==> src/rtl/hbridge_pkg.sv <==
// Shared types and decode helpers for the H-bridge dead-time controller.
// Gate patterns are packed {hs1, ls1, hs2, ls2, damp1, damp2, busy}.
package hbridge_pkg;

  localparam int DT_W_DEF = 8;

  typedef enum logic [2:0] {
    ST_OFF,
    ST_DT_A,
    ST_PH_A,
    ST_DT_B,
    ST_PH_B,
    ST_DT_DAMP,
    ST_DAMP
  } state_e;

  typedef struct packed {
    logic hs1;
    logic ls1;
    logic hs2;
    logic ls2;
    logic damp1;
    logic damp2;
    logic busy;
  } drive_t;

  localparam drive_t DRV_OFF  = 7'b000_0000;
  localparam drive_t DRV_PH_A = 7'b100_1000;
  localparam drive_t DRV_PH_B = 7'b011_0000;
  localparam drive_t DRV_DAMP = 7'b000_0110;
  localparam drive_t DRV_BUSY = 7'b000_0001;

  function automatic drive_t decode(input state_e s);
    drive_t d;
    d = DRV_OFF;
    case (s)
      ST_PH_A:    d = DRV_PH_A;
      ST_PH_B:    d = DRV_PH_B;
      ST_DAMP:    d = DRV_DAMP;
      ST_DT_A,
      ST_DT_B,
      ST_DT_DAMP: d = DRV_BUSY;
      default:    d = DRV_OFF;
    endcase
    return d;
  endfunction

  // Dead-time state that guards entry into a given target.
  function automatic state_e dt_of(input state_e t);
    state_e s;
    s = ST_OFF;
    case (t)
      ST_PH_A: s = ST_DT_A;
      ST_PH_B: s = ST_DT_B;
      ST_DAMP: s = ST_DT_DAMP;
      default: s = ST_OFF;
    endcase
    return s;
  endfunction

  function automatic logic is_dt(input state_e s);
    return (s == ST_DT_A) || (s == ST_DT_B) || (s == ST_DT_DAMP);
  endfunction

  function automatic state_e target_of(input logic en, input logic damp, input logic drive);
    state_e t;
    if (!en)        t = ST_OFF;
    else if (damp)  t = ST_DAMP;
    else if (drive) t = ST_PH_A;
    else            t = ST_PH_B;
    return t;
  endfunction

endpackage

==> src/rtl/dt_counter.sv <==
// Dead-time interval counter: load latches D = max(dead_time,1), done once
// D cycles have been spent in the interval; the count saturates at D.
module dt_counter
  import hbridge_pkg::*;
#(
  parameter int DT_W = DT_W_DEF
) (
  input  logic            clk,
  input  logic            rst,
  input  logic            load,
  input  logic [DT_W-1:0] dead_time,
  output logic            done
);

  logic [DT_W-1:0] cnt_q, cnt_d;
  logic [DT_W-1:0] len_q, len_d;

  always_comb begin
    cnt_d = cnt_q;
    len_d = len_q;
    if (load) begin
      len_d = (dead_time == '0) ? DT_W'(1) : dead_time;
      cnt_d = DT_W'(1);
    end else if (cnt_q != len_q) begin
      cnt_d = cnt_q + DT_W'(1);
    end
  end

  always_ff @(posedge clk) begin
    if (!rst) begin
      cnt_q <= '0;
      len_q <= '0;
    end else begin
      cnt_q <= cnt_d;
      len_q <= len_d;
    end
  end

  assign done = (cnt_q == len_q);

endmodule

==> src/rtl/hbridge_deadtime.sv <==
// H-bridge gate sequencer: inserts an all-off dead-time interval before every
// phase or damping entry; disabling the bridge drops all gates immediately.
module hbridge_deadtime
  import hbridge_pkg::*;
#(
  parameter int DT_W = DT_W_DEF
) (
  input  logic            clk,
  input  logic            rst,
  input  logic            en,
  input  logic [DT_W-1:0] dead_time,
  input  logic            drive_in,
  input  logic            damp_in,
  output logic            hs1,
  output logic            ls1,
  output logic            hs2,
  output logic            ls2,
  output logic            damp1,
  output logic            damp2,
  output logic            busy
);

  logic   en_q, drive_q, damp_q;
  state_e state_q, state_d;
  state_e target;
  logic   load;
  logic   dt_done;
  drive_t drv_q;

  always_ff @(posedge clk) begin
    if (!rst) begin
      en_q    <= 1'b0;
      drive_q <= 1'b0;
      damp_q  <= 1'b0;
    end else begin
      en_q    <= en;
      drive_q <= drive_in;
      damp_q  <= damp_in;
    end
  end

  assign target = target_of(en_q, damp_q, drive_q);

  dt_counter #(.DT_W(DT_W)) u_dt_counter (
    .clk       (clk),
    .rst       (rst),
    .load      (load),
    .dead_time (dead_time),
    .done      (dt_done)
  );

  // A changed target mid-interval restarts the count, even when it points
  // back at the state we just left.
  always_comb begin
    state_d = state_q;
    load    = 1'b0;
    if (target == ST_OFF) begin
      state_d = ST_OFF;
    end else if (is_dt(state_q)) begin
      if (dt_of(target) != state_q) begin
        state_d = dt_of(target);
        load    = 1'b1;
      end else if (dt_done) begin
        state_d = target;
      end
    end else if (target != state_q) begin
      state_d = dt_of(target);
      load    = 1'b1;
    end
  end

  always_ff @(posedge clk) begin
    if (!rst) begin
      state_q <= ST_OFF;
      drv_q   <= DRV_OFF;
    end else begin
      state_q <= state_d;
      drv_q   <= decode(state_d);
    end
  end

  assign hs1   = drv_q.hs1;
  assign ls1   = drv_q.ls1;
  assign hs2   = drv_q.hs2;
  assign ls2   = drv_q.ls2;
  assign damp1 = drv_q.damp1;
  assign damp2 = drv_q.damp2;
  assign busy  = drv_q.busy;

endmodule
==> config.mk <==
export PLATFORM = sky130hd
export DESIGN_NAME = hbridge_deadtime
export DESIGN_NICKNAME = d
export VERILOG_FILES = /design/src/rtl/hbridge_pkg.sv /design/src/rtl/dt_counter.sv /design/src/rtl/hbridge_deadtime.sv
export SDC_FILE = /design/constraint.sdc
export NUM_CORES = 1
export LEC_CHECK = 0
export BUFFER_PORTS_ARGS = -buffer_cell sky130_fd_sc_hd__buf_2
export CAP_MARGIN = 30
export CORE_MARGIN = 2
export CORE_UTILIZATION = 32
export CTS_CLUSTER_SIZE = 40
export DETAILED_ROUTE_END_ITERATION = 12
export MAX_ROUTING_LAYER = met4
export PLACE_DENSITY = 0.59
export SETUP_SLACK_MARGIN = 0.15
export SKIP_CTS_REPAIR_TIMING = 1
export SYNTH_ARGS = -nofsm -noshare
export SYNTH_HDL_FRONTEND = slang
export SYNTH_SLANG_ARGS = --single-unit
==> constraint.sdc <==
create_clock -name clk -period 1.8 [get_ports clk]
set_clock_uncertainty 0.2 [all_clocks]
set_input_delay 0.27 -clock clk [delete_from_list [all_inputs] [get_ports clk]]
set_output_delay 0.27 -clock clk [all_outputs]
set_load 0.005 [all_outputs]
== Word level (Yosys, flattened, before mapping) ==
Cells that the tools add are included.
Widths: inputs -> output; s select.
Storage, ports and cells
  register bits: 29
  input port bits: 13
  output and inout bits: 7
  word-level logic and storage cells: 58
Cells by class
  add/sub/neg operators: 1
  equal/unequal tests: 16
  muxes and demuxes: 19
  bitwise logic cells: 1
  reductions and logical operators: 7
Operator list (count)
  $mux 3: 10
  $pmux 7 s4: 1
  $eq 3x3->1 const B: 6
  $eq 3x2->1 const B: 4
  $pmux 3 s3: 1
  $add 8x1->8 const B: 1
  $eq 8x8->1: 1
  $logic_not 8->1: 1
  $mux 8: 1
  $ne 8x8->1: 1
  $eq 3x1->1 const B: 2
  $mux 1: 6
  $ne 3x3->1: 2
  $logic_not 3->1: 1
  $reduce_or 3->1: 1
  $logic_or 1x1->1: 2
  $reduce_bool 2->1: 1
  $reduce_or 2->1: 1
  $not 1->1: 1

== Logic depth before layout (Yosys ltp) ==
  depth after elaboration: 14
  gate-level depth with buffers: 7

== Modules after synthesis ==
From an unflattened synthesis, not the netlist that was laid out.
Unflattened totals
  cells, all modules: 153
  area, all modules: 1417.6 µm²
By module, submodules not included
  dt_counter: instances 1, cells each 90, area an instance 818.3 µm², seq. area each 320.3 µm²
  hbridge_deadtime: instances 1, cells each 63, area an instance 599.3 µm², seq. area each 200.2 µm²

== Least setup slack after synthesis ==
Ideal clock, no wire load.
  path kind: flip-flop to flip-flop
  from: register state_q[0]
  to: register u_dt_counter.len_q[3]
  setup time: 0.119 ns
  arrival time: 1.618 ns
  required time: 1.481 ns
  setup slack: -0.137 ns
  cell stages (with the launch flop): 8
  path buffers: 2
  clock period less this slack: 1.937 ns
  path through: dfxtp_1 -> buf_2 -> or3b_1 -> a211o_1 -> o211a_2 -> buf_2 -> mux2i_1 -> nor2_1
Between the ends
  cells in the longest elaborated chain, start to end: 5
  elaborated cells between the ends (all ways): 11
  classes of those cells: 5 x eq/ne; 4 x mux; 2 x reduce/logical
Ends and longest elaborated chain
  from (decl): RTL line hbridge_deadtime.sv:24  | state_e state_q, state_d;
  from (signal assigned): RTL line hbridge_deadtime.sv:77  | state_q <= state_d;
  $eq 3x1->1 or $eq 3x2->1 (tied branches): RTL line hbridge_pkg.sv:62  | return (s == ST_DT_A) || (s == ST_DT_B) || (s == ST_DT_DAMP);
  $logic_or 1x1->1 (2 in a row): RTL line hbridge_pkg.sv:62
  $mux 1 (*): RTL line hbridge_deadtime.sv:59  | end else if (is_dt(state_q)) begin
  $mux 1 (*): RTL line hbridge_deadtime.sv:57  | if (target == ST_OFF) begin
  to (signal assigned): RTL line dt_counter.sv:35  | len_q <= len_d;
  to (decl): RTL line dt_counter.sv:16  | logic [DT_W-1:0] len_q, len_d;
Mark *: on every way between the ends. The rest lies on a longest branch, timed or not.
A chain may end at the register's enable or synchronous reset.

== Worst setup path after layout ==
  from: register state_q[2]
  to: register drv_q (netlist bit ls1)
Between the ends
  cells in the longest elaborated chain, start to end: 8
  elaborated cells between the ends (all ways): 20
  classes of those cells: 11 x eq/ne; 6 x mux; 3 x reduce/logical
Ends and longest elaborated chain
  $eq 3x1->1 or $eq 3x2->1 (tied branches): RTL line hbridge_pkg.sv:62
  $logic_or 1x1->1 (2 in a row): RTL line hbridge_pkg.sv:62
  $mux 3 (*): RTL line hbridge_deadtime.sv:59
  $mux 3 (*): RTL line hbridge_deadtime.sv:57
  $eq 3x1->1, or another cell as far along: RTL line hbridge_pkg.sv:36  | case (s)
  $reduce_or 3->1: RTL line hbridge_pkg.sv:36
  $pmux 7 s4 (*): RTL line hbridge_pkg.sv:36
  to (signal assigned): RTL line hbridge_deadtime.sv:78  | drv_q <= decode(state_d);
  to (decl): RTL line hbridge_deadtime.sv:28  | drive_t drv_q;
Marks and branches as above.

==> results.tsv <==
stage	metric	value	unit
sta	rsz0062_at_grt	true	
synth	synthMuxAreaShare	0.0512	
global_route	use_met1	0.151	
floorplanning	die_y	69.4	um
route	post_drt_wl_per_cell	14.6	um
min_path	hp-class	input port to flop	
power	power_leakage	0.765	nW
floorplanning	die_area	4810	um2
synth	synth_ff_type	dfxtp_1	
setup_path	cp_slowest_cell	or4b_4	
power	vdd_ir_drop_max	0.589	mV
global_route	grtUsageMet2	0.244	
global_route	grt_busiest_layer	met2	
final_layout	final_cell_mix	buf_4, dfxtp_1, buf_2	
route	viasPerCell	5.23	
sta	tightestPinTransition	0.397	ns
min_path	hp-start	drive_in	
clock_tree	root_buffer	clkbuf_8	
route	vias	1254	
floorplanning	placeableCoreArea	4060	um2
global_route	grt_max_degree	16	
floorplanning	ios	20	
clock_tree	cts_max_level	1	
synth	syn-num-nets	166	
sta	finalCriticalPeriod	1.91	ns
floorplanning	die_w	69.4	um
floorplanning	initial_core_util	0.337	
setup_path	worstPathRequired	1.81	ns
synth	synth_compound_area_frac	0.173	
flow_run	max_cap_violations	0	
synth	yosysWarnings	0	
sta	holdWs	0.00709	ns
synth	synth_top_family_by_area	simple AND/OR/NAND/NOR gates	
clock_tree	clkTransAtPathRegs	0.08	ns
final_layout	post_layout_nonfiller_instances	240	
sta	slew_violations	0	
setup_path	cp-end-kind	flop	
synth	synth-async-reset-ratio	0	
final_layout	nNetsFinal	205	
setup_path	critPathArrivalTime	1.93	ns
placement	dp_hpwl	2490	um
setup_path	reg2reg_from	state_q[2]$_SDFF_PN0_	
synth	synth-seq-cells	26	
outcome	run_status	finished, violations left	
clock_tree	tritoncts	yes	
outcome	violations	setup timing	
synth	yosys.area_share.adder	0.00915	
route	drt_iter0_markers	87	
placement	dp_slack	-0.112	ns
synth	syn-cell-area	1370	um2
synth	syn-mean-instance-area	9.00	um2
placement	finalWeightedCongestion	0.814	
clock_tree	clk_latency	0.26	ns
route	remaining_drc_errors	0	
clock_tree	clockBufferDepth	2	
final_layout	drive_gt1_frac	0.463	
clock_tree	clock_sinks	26	
synth	synth.distinct_cells	43	
final_layout	areaGrowthSynthToFinish	43.5	%
sta	max_freq	522	MHz
synth	synth_xor_area_frac	0.109	
sta	setup_viol	21	
global_route	grt_first_pass_wirelength	5260	um
synth	synth_edf_count	0	
synth	netlist_instances	152	
sta	hold_violations	0	
global_route	grt_use_met3	0.0320	
placement	numPortBuffers	19	
setup_path	reg2reg_slack	-0.11	ns
setup_path	startpoint_type	flop	
sta	slew_headroom	0.732	
sta	min_period_over_period	1.06	
global_route	grt_util_all_layers	0.136	
setup_path	slowest_delay	0.53	ns
setup_path	startpoint	state_q[2]$_SDFF_PN0_	
route	final_antenna_net_count	0	
setup_path	crit_fanout	6	
synth	synth_simple_gate_area_frac	0.213	
power	power_density	918	nW/um2
route	dr.pass1.iters	6	
global_route	grt_pass1_vias	1232	
route	wirelength	3500	um
final_layout	final_common_cell	buf_4	
final_layout	fillCellCount	376	
setup_path	worstSetupPathType	flop to flop	
clock_tree	numCtsBuffers	3	
floorplanning	row_count	23	
placement	dp_cells	232	
synth	seq_area_frac_synth	0.381	
sta	finalWorstSetupSlack	-0.114	ns
global_route	grt.overflow.total	0	
final_layout	diodes	0	
global_route	antenna_found_initial	0	
setup_path	worstPathCellList	buf_6, or4b_4, a31oi_4, and4_1, o21bai_1, and3b_1	
-- kinds of logic (layout without fill, tap and decap cells) --
kind of cell               after synthesis  in the layout
and+or+nand+nor                         53             53
AOI/OAI and AO/OA                       33             33
DFF                                     26             26
xor gates and xnor gates                17             17
buffers and inverters                   15             53
muxes                                    7              7
adders and majority gates                1              1
-- worst paths after layout --
path,endpoint,cells past startpoint
setup / recovery,ls1$_SDFF_PN0_,6
hold / removal,drive_q$_SDFF_PN0_,2
setup reg to reg,ls1$_SDFF_PN0_,6
hold reg to reg,u_dt_counter.len_q[0]$_SDFFE_PN0P_,2
-- synthesized netlist by cell type (3+ instances only) --
cell | instances | area share
dfxtp_1 | 26 | 0.38
nor2_1 | 16 | 0.044
a21oi_1 | 9 | 0.033
nand2_1 | 9 | 0.025
xor2_1 | 9 | 0.058
nand3_1 | 8 | 0.029
xnor2_1 | 8 | 0.051
mux2i_1 | 7 | 0.051
buf_4 | 5 | 0.027
and2_1 | 4 | 0.018
buf_2 | 4 | 0.015
o21a_1 | 4 | 0.022
a211oi_1 | 3 | 0.016
-- area by class of cell --
class                      instances  area, um2  area share
clock inverter                     1       30.0      0.0153
inverter                           3       11.3     0.00574
tap                               50       62.6      0.0319
timing repair buffer              46        334       0.170
clock buffer                       3       41.3      0.0210
sequential                        26        529       0.270
multi-input combinational        111        955       0.486
-- worst max-delay path, delay by kind of cell, from the launching register on --
kind | cells | cell delay (ns)
flip-flops | 1 | 0.33
buffers and inverters | 1 | 0.12
AO/OA/AOI/OAI | 2 | 0.29
AND/OR/NAND/NOR | 3 | 0.92
-- routing by layer --
layer | up-vias | part of all wire | wire, um
li1 | 609 | - | -
met1 | 612 | 0.43 | 1510
met2 | 29 | 0.52 | 1820
met3 | 4 | 0.039 | 135
met4 | 0 | 0.011 | 40
met5 | - | 0 | 0
-- registers in the layout, indices dropped and copies added (netlist names) --
name and cells:
state_q 3, damp_q 1, u_dt_counter.cnt_q 8, hs1 1, damp1 1, en_q 1, u_dt_counter.len_q 8, ls1 1
busy 1, drive_q 1
-- stage by stage --
stage	util	instance area (um2)	setup TNS (ns)	power, mW
5_1_grt	0.484	1960	-2.66	1.91
3_3_place_gp	0.411	1670	-0.652	1.18
2_1_floorplan	-	1430	-0.865	1.04
3_5_place_dp	0.411	1670	-1.28	1.19
4_1_cts	0.429	1740	-1.63	1.67
6_report	0.484	1960	-1.18	1.80
-- power breakdown --
group	total [mW]	internal, mW	switching, mW
registers	0.672	0.628	0.0443
logic	0.660	0.321	0.339
clock network	0.471	0.297	0.174
total	1.80	1.25	0.557
No activity file was read; power rests on OpenSTA's default activity.
